--- config.mk ---
export PLATFORM = sky130hd
export DESIGN_NAME = mem_arbiter
export DESIGN_NICKNAME = d
export VERILOG_FILES = /design/src/rtl/mem_arbiter_pkg.sv /design/src/rtl/mem_arbiter_rr_arb2.sv /design/src/rtl/mem_arbiter.sv
export SDC_FILE = /design/constraint.sdc
export NUM_CORES = 1
export LEC_CHECK = 0
export CAP_MARGIN = 20
export CORE_MARGIN = 2
export CORE_UTILIZATION = 26
export DETAILED_ROUTE_END_ITERATION = 16
export HOLD_SLACK_MARGIN = 0.15
export PLACE_DENSITY_LB_ADDON = 0.25
export SLEW_MARGIN = 10
export SYNTH_ARGS = -nofsm -noshare
export SYNTH_HDL_FRONTEND = slang
export SYNTH_HIERARCHICAL = 1
export SYNTH_SLANG_ARGS = --single-unit
--- constraint.sdc ---
create_clock -name clk -period 2.35 [get_ports clk]
set_input_delay 0.5875 -clock clk [delete_from_list [all_inputs] [get_ports clk]]
set_output_delay 0.5875 -clock clk [all_outputs]
set_load 0.01 [all_outputs]
--- src/rtl/mem_arbiter_pkg.sv ---
// Shared definitions for the instruction/data memory arbiter.
//   - Default address/data widths for the shared data memory.
//   - Port-ID encoding used for grant tracking and return routing (fetch = 0, data = 1).
//   - Width of the conflict counter and its saturating increment.
package mem_arbiter_pkg;

  localparam int unsigned AddrWDefault = 10;
  localparam int unsigned DataWDefault = 32;
  localparam int unsigned CntW         = 16;

  typedef enum logic {
    PortIf = 1'b0,
    PortDm = 1'b1
  } port_e;

  // Increment that sticks at all-ones instead of wrapping.
  function automatic logic [CntW-1:0] sat_inc(input logic [CntW-1:0] v);
    return (&v) ? v : v + CntW'(1);
  endfunction

endpackage

--- src/rtl/mem_arbiter_rr_arb2.sv ---
// Two-way round-robin arbiter between the fetch port and the data port.
// Ports:
//   clk, rst_n      : clock, asynchronous active-low reset
//   req_if, req_dm  : requests from fetch and data ports
//   gnt_if, gnt_dm  : combinational one-hot (or zero) grants, forced low in reset
//   conflict        : both ports requesting in this (non-reset) cycle
// The pointer remembers the winner of the most recent conflict and only moves on conflicts,
// so an uncontested request never disturbs the fairness order.
module mem_arbiter_rr_arb2
  import mem_arbiter_pkg::*;
(
  input  logic clk,
  input  logic rst_n,
  input  logic req_if,
  input  logic req_dm,
  output logic gnt_if,
  output logic gnt_dm,
  output logic conflict
);

  port_e last_conf_q;

  always_comb begin
    gnt_if   = 1'b0;
    gnt_dm   = 1'b0;
    conflict = rst_n & req_if & req_dm;
    if (rst_n) begin
      if (req_if && req_dm) begin
        gnt_if = (last_conf_q == PortDm);
        gnt_dm = (last_conf_q == PortIf);
      end else begin
        gnt_if = req_if;
        gnt_dm = req_dm;
      end
    end
  end

  // Reset to the data port so that fetch wins the first conflict.
  always_ff @(posedge clk or negedge rst_n) begin
    if (!rst_n) begin
      last_conf_q <= PortDm;
    end else if (conflict) begin
      last_conf_q <= gnt_if ? PortIf : PortDm;
    end
  end

endmodule

--- src/rtl/mem_arbiter.sv ---
// Arbitrates a single-ported data memory between an instruction-fetch read port and a
// load/store data port.
// Ports:
//   clk, rst_n                          : clock, asynchronous active-low reset
//   if_req/if_addr -> if_gnt            : fetch request and same-cycle accept
//   if_rvalid/if_rdata                  : fetch return, one cycle after the grant
//   dm_req/dm_we/dm_addr/dm_wdata       : data-port request (store when dm_we=1)
//   dm_gnt, dm_rvalid/dm_rdata          : data-port accept and load return
//   mem_en/mem_we/mem_addr/mem_wdata    : memory strobe and command, zero when idle
//   mem_rdata                           : memory read data, one cycle after a read strobe
//   conflict_cnt                        : saturating count of cycles with both requests
module mem_arbiter
  import mem_arbiter_pkg::*;
#(
  parameter int unsigned ADDR_W = AddrWDefault,
  parameter int unsigned DATA_W = DataWDefault
) (
  input  logic              clk,
  input  logic              rst_n,
  input  logic              if_req,
  input  logic [ADDR_W-1:0] if_addr,
  output logic              if_gnt,
  output logic              if_rvalid,
  output logic [DATA_W-1:0] if_rdata,
  input  logic              dm_req,
  input  logic              dm_we,
  input  logic [ADDR_W-1:0] dm_addr,
  input  logic [DATA_W-1:0] dm_wdata,
  output logic              dm_gnt,
  output logic              dm_rvalid,
  output logic [DATA_W-1:0] dm_rdata,
  output logic              mem_en,
  output logic              mem_we,
  output logic [ADDR_W-1:0] mem_addr,
  output logic [DATA_W-1:0] mem_wdata,
  input  logic [DATA_W-1:0] mem_rdata,
  output logic [CntW-1:0]   conflict_cnt
);

  logic gnt_if, gnt_dm, conflict;

  mem_arbiter_rr_arb2 u_arb (
    .clk      (clk),
    .rst_n    (rst_n),
    .req_if   (if_req),
    .req_dm   (dm_req),
    .gnt_if   (gnt_if),
    .gnt_dm   (gnt_dm),
    .conflict (conflict)
  );

  assign if_gnt = gnt_if;
  assign dm_gnt = gnt_dm;

  // Memory command mux; grants are already zero in reset, so the strobes follow.
  always_comb begin
    mem_en    = 1'b0;
    mem_we    = 1'b0;
    mem_addr  = '0;
    mem_wdata = '0;
    if (gnt_if) begin
      mem_en   = 1'b1;
      mem_addr = if_addr;
    end else if (gnt_dm) begin
      mem_en    = 1'b1;
      mem_we    = dm_we;
      mem_addr  = dm_addr;
      mem_wdata = dm_wdata;
    end
  end

  // Return tag: which port owns the read data arriving next cycle. Writes leave no tag.
  logic  pend_valid_q, pend_valid_d;
  port_e pend_port_q, pend_port_d;

  always_comb begin
    pend_valid_d = gnt_if | (gnt_dm & ~dm_we);
    pend_port_d  = gnt_dm ? PortDm : PortIf;
  end

  logic [CntW-1:0] conflict_cnt_q;

  always_ff @(posedge clk or negedge rst_n) begin
    if (!rst_n) begin
      pend_valid_q   <= 1'b0;
      pend_port_q    <= PortIf;
      conflict_cnt_q <= '0;
    end else begin
      pend_valid_q <= pend_valid_d;
      pend_port_q  <= pend_port_d;
      if (conflict) begin
        conflict_cnt_q <= sat_inc(conflict_cnt_q);
      end
    end
  end

  assign conflict_cnt = conflict_cnt_q;

  always_comb begin
    if_rvalid = pend_valid_q && (pend_port_q == PortIf);
    dm_rvalid = pend_valid_q && (pend_port_q == PortDm);
    if_rdata  = if_rvalid ? mem_rdata : '0;
    dm_rdata  = dm_rvalid ? mem_rdata : '0;
  end

endmodule

# [Word-level counts from Yosys, hierarchy flattened]
# Cells that the tools add are included.
[word_totals] output_inout_bits=128 elab_cells=33 ff_bits=19
[classes] n_reduce_logical=5 muxes=15 bitwise=8 n_addsub=1
[ops] operator="32-bit two-way mux" n=4
[ops] operator="10-bit two-way mux" n=2
[ops] operator="16-bit by 1-bit adder with 16-bit output, second input constant" n=1
[ops] operator="16-bit AND reduction" n=1
[ops] operator="1-bit two-way mux" n=9
[ops] operator="1-bit NOT" n=4
[ops] operator="1-bit bitwise AND" n=3
[ops] operator="1-bit logical AND" n=3
[ops] operator="2-bit AND reduction" n=1
[ops] operator="1-bit bitwise OR" n=1

# [Depth between registers and ports, before layout]
# Gate-level depths: netlist of run 1.
[logic_depth] depth_word=5 depth_mapped=5

# [Modules after synthesis]
# The synthesis of run 1 kept the hierarchy.
[modules_own_cells] mod="mem_arbiter" n_inst=1 cells_per_inst=205 area_each_um2=1632.8
[modules_own_cells] mod="mem_arbiter_rr_arb2" n_inst=1 cells_per_inst=8 area_each_um2=67.6

# [Worst setup path after synthesis of run 1]
# Ideal clock, no wire load.
[synth_path] path_kind="input -> output" start="input rst_n" end="output mem_addr[1]" arrival_time_ns=1.793 t_required_ns=1.762 stages=5 path_buffers=1 setup_slack_ns=-0.030 path_cell_list="nand2_1 a21oi_1 nor2b_1 clkbuf_1 a22o_1"
[synth_via] elab_chain_cells=3 word_cells_on_any_way=4
[synth_rtl] item="start, declared" line_no="mem_arbiter.sv:19" source="input logic rst_n,"
[synth_rtl] item="1-bit two-way mux" line_no="mem_arbiter_rr_arb2.sv:27" source="if (rst_n) begin"
[synth_rtl] item="named net dm_gnt" line_no="mem_arbiter.sv:29" source="output logic dm_gnt,"
[synth_rtl] item="10-bit two-way mux" line_no="mem_arbiter.sv:64" source="end else if (gnt_dm) begin"
[synth_rtl] item="10-bit two-way mux" line_no="mem_arbiter.sv:61" source="if (gnt_if) begin"
[synth_rtl] item="end, declared" line_no="mem_arbiter.sv:34" source="output logic [ADDR_W-1:0] mem_addr,"
# The timed path passes the listed nets, and every way through them passes these cells.

# [Worst setup path in the final report of run 1]
[layout_path] start="input mem_rdata[7]" end="output dm_rdata[7]"
[layout_via] elab_chain_cells=1
[layout_rtl] item="start, declared" line_no="mem_arbiter.sv:36" source="input logic [DATA_W-1:0] mem_rdata,"
[layout_rtl] item="32-bit two-way mux" line_no="mem_arbiter.sv:103" source="dm_rdata = dm_rvalid ? mem_rdata : '0;"
[layout_rtl] item="end, declared" line_no="mem_arbiter.sv:31" source="output logic [DATA_W-1:0] dm_rdata,"
# No other way between the ends.

==> flow_summary.yaml, run 1 <==
run_status:
  outcome: "finished, violations left"
  failed_checks: "setup timing"
timing:
  min_cycle_time_layout_ns: 2.356
  worst_clock_skew_ns: 0.003640
  slew_headroom_pct: 73.43
  final.setup.worst_slack_ns: -0.005868
  final-setup-viol-count: 1
  final.period_utilization_pct: 100.2
  final_hold_viol_count: 0
  fmax_ghz: 0.4245
  tightest_slew_ns: 0.3954
  slew_violations: 0
cts:
  cts_sinks: 19
  max-clock-path-buffers: 2
  clock-root-buffer: "sky130_fd_sc_hd__clkbuf_8"
  cts_max_level: 1
  worstSkewPairLatency_ns: 0.26
  clock_transition_at_the_registers_of_the_reported_paths_ns: 0.07
  tritoncts: "done"
  number_of_buffers_inserted_during_clock_tree_synthesis: 3
detailed_routing:
  via_per_inst: 4.688
  vias: 2419
  drc_errors: 0
  drt-pass1-iter-count: 4
  postRouteAntennaNets: 0
  dr.first_iter.drc_count: 80
  route.final.wire_length_um: 7977
  drt-wirelength-per-cell_um: 15.46
synthesis:
  synth_area_per_cell_sq_um: 7.983
  netlist_instances: 213
  mux_contribution_to_synthesized_area_pct: 1.325
  synth_seq_cells: 19
  synth_top_family_by_area: "simple AND/OR/NAND/NOR gates"
  ys_types: 32
  synthAdderAreaFrac_pct: 0.7358
  synth_nets: 303
  synthXorXnorAreaFrac_pct: 7.211
  synth-compound-area-share_pct: 6.917
  synth.cell_area_sq_mm: 0.001700
  post_synth_and_or_nand_nor_area_fraction_pct: 52.24
  ys_seq_area_share_pct: 28.04
  yosys_warnings: 6
place:
  gp_congestion: 0.7911
  port-buffer-count: 216
  placed_area_sq_mm: 0.004030
  post-dp-hpwl_um: 6551
finish:
  post-route-cell-area_sq_mm: 0.004024
  drive_gt1_share_pct: 19.36
  post_route_utilization_pct: 63.37
  layout.nets: 530
  mostFrequentLayoutCell: "sky130_fd_sc_hd__clkdlybuf4s50_1"
  final_cell_mix: "sky130_fd_sc_hd__clkdlybuf4s50_1, sky130_fd_sc_hd__and2_1, sky130_fd_sc_hd__and3_1, sky130_fd_sc_hd__buf_2, sky130_fd_sc_hd__dlymetal6s2s_1"
  syn2layout_area_growth_pct: 136.6
  n_antenna_cell: 0
power:
  cellPowerDensity_mw_per_mm2: 389.7
  total_leakage_power_nw: 2.372
  max-vdd-ir-drop_uv: 378.3
global_routing:
  largest_net_degree_at_the_start_of_global_routing: 34
  grt_pass1_vias: 2355
  grt_first_pass_wirelength_um: 12250
  number_of_antenna_violations_at_the_first_check_in_global_routing: 0
  groute.usage.overall_pct: 21.01
  grt_overflow: 0
critical_path:
  critPathRequiredTime_ns: 1.76
  r2r-start: "conflict_cnt[0]"
  worstSetupPathType: "in -> out"
  regToRegSetupSlack_ns: 0.59
  crit-reg2reg-capture: "conflict_cnt[1]"
  crit_path_end_kind: "output pin"
  critical_path_peak_fanout: 2
  cp_data_arrival_time_ns: 1.77
  reg2regPathDepth: 5
  startpoint_type: "input pin"
run:
  timing.max_cap.violations: 0
floorplan:
  die_w_um: 84.87
  area_of_the_core_sq_mm: 0.006350
  floorplan.io_pins: 217
  fp.dieArea_sq_mm: 0.007203
  rows: 29
  initial_utilization_pct: 26.78
  die_height_um: 84.87
hold_path:
  min_path_type: "in -> async"
==> flip-flops by register name, summed over array words and instances, names as in the netlist <==
signal and cells:
u_arb/last_conf_q 1, pend_port_q 1, pend_valid_q 1, conflict_cnt 16
==> cells in the mapped netlist, drive strengths merged <==
cell type	number	share of area (%)
mux2	2	1.3
dfrtp	18	26
nor2	3	0.66
inv	2	0.44
nor3b	1	0.44
xnor2	2	1.0
a31oi	1	0.37
o21ai	2	0.59
a21oi	3	0.88
and2	66	24
nor3	9	2.6
a21o	1	0.44
nand3	8	2.6
clkbuf	14	3.1
and3	34	13
dfstp	1	1.5
xor2	12	6.2
nand2	11	2.4
nor2b	2	0.74
ha	1	0.74
nand2b	1	0.52
or2	3	1.1
a22o	9	4.6
and4	1	0.52
nor4	3	2.0
nand4	3	1.5
==> worst max-delay path, cell delays in order <==
cell,delay (ns)
sky130_fd_sc_hd__clkdlybuf4s50_1,0.48
sky130_fd_sc_hd__and3_1,0.17
sky130_fd_sc_hd__clkdlybuf4s50_1,0.54
==> routing by layer <==
metal  share of wire (%)  track usage, %
met5                   0               0
met4                 2.7           6.061
met3                 8.7           6.031
met1                  37           23.53
met2                  52           38.58
==> repair_timing <==
| action | CTS | global route |
|---|---|---|
| pin swaps | 2 | 0 |
| gates resized for setup | 160 | 52 |
| hold buffers | 0 | 0 |
| buffers inserted | 3 | 0 |
| endpoints found under the setup margin | 53 | 64 |
| gates cloned | 2 | 1 |
==> worst max-delay path by stage <==
stage	depth (start not counted)	to	slack, ns	from
3_3_place_gp	7	mem_wdata[29]	-0.70	rst_n
5_1_grt	3	dm_rdata[7]	-0.02	mem_rdata[7]
3_5_place_dp	7	mem_wdata[29]	-0.73	rst_n
4_1_cts	7	mem_addr[0]	0.0004	u_arb/last_conf_q
6_report	3	dm_rdata[7]	-0.006	mem_rdata[7]
2_1_floorplan	5	mem_addr[1]	0.10	rst_n
==> area by class of cell <==
type	count	area, sq um
clock buffers	3	41.29
clock inverters	1	5.005
fillers	551	2326
inverters	2	7.507
multi-input cells	178	1196
flip-flops and latches	19	476.7
well taps	77	96.34
repair buffers	236	2201
==> through the flow <==
| stage | TNS (ns) | power [mW] | setup WS [ns] | hold WS (ns) | std cells |
|---|---|---|---|---|---|
| 2_1_floorplan | 0 | 0.7664 | 0.1002 | 0.2919 | 213 |
| 3_3_place_gp | -29.80 | 1.344 | -0.7008 | 0.5023 | 506 |
| 3_5_place_dp | -31.34 | 1.356 | -0.7289 | 0.5117 | 506 |
| 4_1_cts | 0 | 1.592 | 0.0003583 | 0.3658 | 515 |
| 5_1_grt | -0.02403 | 1.671 | -0.01894 | 0.3633 | 516 |
| 6_report | -0.005868 | 1.568 | -0.005868 | 0.3525 | 516 |
==> where the power goes <==
| part | switching, mW | internal, mW | total, mW |
|---|---|---|---|
| combinational | 0.360 | 0.533 | 0.893 |
| clock | 0.109 | 0.118 | 0.227 |
| sequential | 0.0637 | 0.384 | 0.448 |
| total | 0.532 | 1.04 | 1.57 |
==> cells by family (layout without fill, tap and decap cells) <==
logic type                 Yosys count  after routing
and+or+nand+nor                    145            145
DFF                                 19             19
AOI/OAI and AO/OA                   16             16
buffers and inverters               16            242
xor gates and xnor gates            14             14
muxes                                2              2
adders and majority gates            1              1
Note: power is estimated with default switching activity, not from simulation.
==> inputs of run 2 (changes only) <==
- CORE_MARGIN: 2 -> 3
==> flow_summary.yaml, run 2 (synthesized netlist as in run 1, its figures left out) <==
critical_path:
  critical_path_peak_fanout: 2
  r2r-start: "conflict_cnt[0]"
  cp_data_arrival_time_ns: 1.74
  worstSetupPathType: "in -> out"
  regToRegSetupSlack_ns: 0.56
  crit-reg2reg-capture: "conflict_cnt[1]"
  reg2regPathDepth: 5
  crit_path_end_kind: "output pin"
  critPathRequiredTime_ns: 1.76
  startpoint_type: "input pin"
power:
  swShare_pct: 34.02
  combinationalPowerShare_pct: 57.2
  p_seq_share_pct: 28.3
  cell_internal_pwr_mw: 1.043
  total_power_mw: 1.580
  p_clk_share_pct: 14.5
  total_leakage_power_nw: 2.353
  total_switching_power_uw: 537.6
  cellPowerDensity_mw_per_mm2: 390.8
  max-vdd-ir-drop_uv: 483.0
detailed_routing:
  postRouteAntennaNets: 0
  drt-pass1-iter-count: 4
  drc_errors: 0
  vias: 2416
  drt-wirelength-per-cell_um: 16.12
  route.final.wire_length_um: 8302
  via_per_inst: 4.691
  dr.first_iter.drc_count: 37
floorplan:
  area_of_the_core_sq_mm: 0.006131
  die_height_um: 86.87
  initial_utilization_pct: 27.73
  die_w_um: 86.87
  fp.dieArea_sq_mm: 0.007546
  rows: 28
  floorplan.io_pins: 217
cts:
  cts_sinks: 19
  max-clock-path-buffers: 2
  tritoncts: "done"
  cts_max_level: 1
  number_of_buffers_inserted_during_clock_tree_synthesis: 3
  worstSkewPairLatency_ns: 0.25
  clock_transition_at_the_registers_of_the_reported_paths_ns: 0.07
  clock-root-buffer: "sky130_fd_sc_hd__clkbuf_8"
  cts_hold_buf: 0
finish:
  n_antenna_cell: 0
  post-route-cell-area_sq_mm: 0.004044
  fillCellCount: 507
  syn2layout_area_growth_pct: 137.8
  final_cells: 515
  number_of_flip_flops_under_the_largest_register_name: 16
  drive_gt1_share_pct: 19.77
  layout.nets: 531
  mostFrequentLayoutCell: "sky130_fd_sc_hd__clkdlybuf4s50_1"
  final_cell_mix: "sky130_fd_sc_hd__clkdlybuf4s50_1, sky130_fd_sc_hd__and2_1, sky130_fd_sc_hd__and3_1, sky130_fd_sc_hd__dlymetal6s2s_1, sky130_fd_sc_hd__clkbuf_2"
global_routing:
  largest_net_degree_at_the_start_of_global_routing: 34
  grt_first_pass_wirelength_um: 12380
  grt_overflow: 0
  number_of_antenna_violations_at_the_first_check_in_global_routing: 0
  groute.usage.overall_pct: 20.48
  grt_pass1_vias: 2424
run_status:
  outcome: "completed"
timing:
  min_cycle_time_layout_ns: 2.328
  slew_violations: 0
  worst_clock_skew_ns: 0.001427
  final.period_utilization_pct: 99.07
  final_hold_viol_count: 0
  slew_headroom_pct: 73.95
  final.setup.worst_slack_ns: 0.02180
  final-setup-viol-count: 0
  fmax_ghz: 0.4295
  tightest_slew_ns: 0.3878
place:
  gp_congestion: 0.7904
  dpl_worst_slack_ns: -0.7058
  post-dp-hpwl_um: 6835
  port-buffer-count: 216
  placed_area_sq_mm: 0.004048
  dp_cells: 505
hold_path:
  min_path_type: "in -> async"
run:
  timing.max_cap.violations: 0
run 2: cell count changes in the layout (fill, tap and decap cells not counted), sizes merged:
| cell | before | now |
|---|---|---|
| buf | 47 | 44 |
| clkdlybuf4s50 | 138 | 140 |
| dlygate4sd2 | 8 | 6 |
| dlymetal6s2s | 24 | 23 |
| clkbuf | 21 | 26 |
run 2: layout make-up:
cell class	count	area (sq um)	area share (%)
Timing Repair Buffer	237	2228	55.11
Multi-Input combinational cell	178	1191	29.46
Sequential cell	19	476.7	11.79
Tap cell	75	93.84	2.321
Clock buffer	3	41.29	1.021
Inverter	2	7.507	0.1856
Clock inverter	1	5.005	0.1238
run 2: how the worst max path moves through the flow:
stage                       from      endpoint  slack, ns  depth (start not counted)
6_report           mem_rdata[27]  dm_rdata[27]       0.02                          3
5_1_grt              pend_port_q  if_rdata[19]      -0.01                          4
4_1_cts        u_arb/last_conf_q   mem_addr[4]      -0.02                          7
3_5_place_dp               rst_n        mem_we      -0.71                          7
3_3_place_gp               rst_n        mem_we      -0.71                          7
2_1_floorplan              rst_n   mem_addr[1]       0.10                          5
run 2: worst max-delay path: stages:
cell and delay [ns]:
sky130_fd_sc_hd__clkdlybuf4s50_1 0.47, sky130_fd_sc_hd__and3_1 0.15, sky130_fd_sc_hd__clkdlybuf4s50_1 0.54
run 2: power by group through the flow:
stage               logic (mW)  clock network (mW)  registers, mW
floorplan                0.304                   0          0.463
global placement         0.908                   0          0.447
detailed placement       0.920                   0          0.450
CTS                      0.936               0.236          0.447
global route             0.978               0.259          0.458
finish                   0.904               0.230          0.447
run 2: what timing repair did:
item,CTS,global route
resized for setup,148,59
pin swaps,1,1
endpoints found under the setup margin,52,90
cloned,2,0
buffers inserted,3,1
run 2: per-stage QoR:
| stage | setup TNS, ns | hold slack (ns) | util, % |
|---|---|---|---|
| after floorplan | 0 | 0.2919 | - |
| after global placement | -29.07 | 0.5018 | 66.02 |
| after detailed placement | -29.97 | 0.5117 | 66.02 |
| after CTS | -0.09457 | 0.3570 | 66.94 |
| after global routing | -0.03747 | 0.3665 | 65.96 |
| final | 0 | 0.3542 | 65.96 |
run 2: routing by layer:
| layer | track usage [%] | wire (um) | up-vias |
|---|---|---|---|
| li1 | - | - | 1184 |
| met1 | 22.98 | 3049 | 1088 |
| met2 | 37.61 | 4254 | 132 |
| met3 | 6.149 | 816 | 12 |
| met4 | 4.816 | 182 | 0 |
| met5 | 0 | 0 | - |
==> inputs of run 3 (changes only) <==
- TNS_END_PERCENT: default -> 5
==> flow_summary.yaml, run 3 (synthesized netlist as in run 1, its figures left out) <==
detailed_routing:
  dr.first_iter.drc_count: 54
  drc_errors: 0
  drt-wirelength-per-cell_um: 16.21
  vias: 2405
  postRouteAntennaNets: 0
  drt-pass1-iter-count: 4
  via_per_inst: 4.697
  route.final.wire_length_um: 8297
place:
  dpl_worst_slack_ns: -0.7058
  gp_congestion: 0.7904
  port-buffer-count: 216
  post-dp-hpwl_um: 6835
run:
  timing.max_cap.violations: 0
cts:
  cts_sinks: 19
  worstSkewPairLatency_ns: 0.25
  cts_hold_buf: 0
  cts_max_level: 1
  number_of_buffers_inserted_during_clock_tree_synthesis: 3
  max-clock-path-buffers: 2
  clock_transition_at_the_registers_of_the_reported_paths_ns: 0.07
  clock-root-buffer: "sky130_fd_sc_hd__clkbuf_8"
  tritoncts: "done"
critical_path:
  cp_common_cell: "sky130_fd_sc_hd__clkdlybuf4s50_1"
  r2r-start: "conflict_cnt[0]"
  regToRegSetupSlack_ns: 0.56
  startpoint_type: "input pin"
  critPathRequiredTime_ns: 1.76
  critPathMaxStageDelay_ns: 0.54
  crit_path_cell_trace: "clkdlybuf4s50_1, and3_1, clkdlybuf4s50_1"
  cp.depth: 3
  crit_path_end_kind: "output pin"
  critical_path_peak_fanout: 2
  critical_path_buffer_and_inverter_count: 2
  crit-reg2reg-capture: "conflict_cnt[1]"
  worst_path_max_delay_cell: "sky130_fd_sc_hd__clkdlybuf4s50_1"
  critPathTopFamily: "buffers and inverters"
  cp_data_arrival_time_ns: 1.74
  reg2regPathDepth: 5
  worstSetupPathType: "in -> out"
global_routing:
  number_of_antenna_violations_at_the_first_check_in_global_routing: 0
  largest_net_degree_at_the_start_of_global_routing: 34
  grt_pass1_vias: 2406
  grt_first_pass_wirelength_um: 12360
  grt_overflow: 0
  groute.usage.overall_pct: 20.40
floorplan:
  initial_utilization_pct: 27.73
  fp.dieArea_sq_mm: 0.007546
  die_w_um: 86.87
  floorplan.io_pins: 217
  rows: 28
  area_of_the_core_sq_mm: 0.006131
  die_height_um: 86.87
finish:
  drive_gt1_share_pct: 18.76
  syn2layout_area_growth_pct: 134.6
  n_antenna_cell: 0
  fillCellCount: 517
  number_of_flip_flops_under_the_largest_register_name: 16
  final_cell_mix: "sky130_fd_sc_hd__clkdlybuf4s50_1, sky130_fd_sc_hd__and2_1, sky130_fd_sc_hd__and3_1, sky130_fd_sc_hd__buf_2"
  post_route_utilization_pct: 65.06
  mostFrequentLayoutCell: "sky130_fd_sc_hd__clkdlybuf4s50_1"
  layout.nets: 528
power:
  cellPowerDensity_mw_per_mm2: 391.0
  total_leakage_power_nw: 2.311
  max-vdd-ir-drop_uv: 483.4
  total_power_mw: 1.560
timing:
  min_cycle_time_layout_ns: 2.328
  final_hold_viol_count: 0
  worst_clock_skew_ns: 0.001261
  fin_tns_setup_ns: 0
  setup_repair_after_global_routing_missed_its_margin: "true"
  slew_headroom_pct: 73.95
  slew_violations: 0
  final.setup.worst_slack_ns: 0.02179
  tightest_slew_ns: 0.3878
  final-setup-viol-count: 0
  final.period_utilization_pct: 99.07
  fmax_ghz: 0.4295
run_status:
  outcome: "completed"
hold_path:
  min_path_type: "in -> async"
-- run 3: cell count changes in the layout (fill, tap and decap cells not counted), sizes merged --
cell           before  now
clkdlybuf4s50     140  141
dlymetal6s2s       23   22
clkdlybuf4s15       0    2
clkbuf             26   25
buf                44   40
-- run 3: layer usage --
| metal | global-route usage (%) | up-vias | part of all wire [%] |
|---|---|---|---|
| li1 | - | 1175 | - |
| met1 | 23.15 | 1090 | 37 |
| met2 | 37.47 | 130 | 51 |
| met3 | 5.866 | 10 | 9.8 |
| met4 | 4.533 | 0 | 2.0 |
| met5 | 0 | - | 0 |
-- run 3: timing repair --
item                                    CTS  global route
pin swaps                                 1             0
endpoints found under the setup margin   52            86
resized for setup                       141            56
cloned                                    1             0
buffers inserted                          2             0
-- run 3: power breakdown --
| group | switching [mW] | total [mW] | internal (mW) |
|---|---|---|---|
| clock network | 0.113 | 0.231 | 0.118 |
| registers | 0.0632 | 0.448 | 0.384 |
| logic | 0.359 | 0.882 | 0.522 |
-- run 3: worst max-delay path by stage --
stage / startpoint / endpoint / slack (ns)
after floorplan: rst_n / mem_addr[1] / 0.10
after global placement: rst_n / mem_we / -0.71
after detailed placement: rst_n / mem_we / -0.71
after CTS: mem_rdata[30] / dm_rdata[30] / 0.0002
after global routing: u_arb/last_conf_q / mem_addr[8] / -0.05
final: mem_rdata[27] / dm_rdata[27] / 0.02
-- run 3: final cells by class --
| cell class | count | area [sq um] | area share (%) |
|---|---|---|---|
| flip-flops and latches | 19 | 476.7 | 11.95 |
| repair buffers | 234 | 2173 | 54.49 |
| well taps | 75 | 93.84 | 2.353 |
| clock inverters | 1 | 5.005 | 0.1255 |
| inverters | 2 | 7.507 | 0.1882 |
| multi-input cells | 178 | 1191 | 29.86 |
| clock buffers | 3 | 41.29 | 1.035 |
-- run 3: stage by stage --
step	area, sq um	hold slack, ns	std cells
after CTS	4095	0.3570	512
after detailed placement	4048	0.5117	505
after global routing	3989	0.3665	512
after global placement	4048	0.5018	505
final	3989	0.3545	512
after floorplan	1704	0.2919	213
-- run 3: worst register-to-register path, delay by kind of cell, from the launching register on --
family        cells  cell delay, ns
simple gates      3            0.69
fa+ha+maj         1            0.26
mux               1            0.31
flops             1            0.42
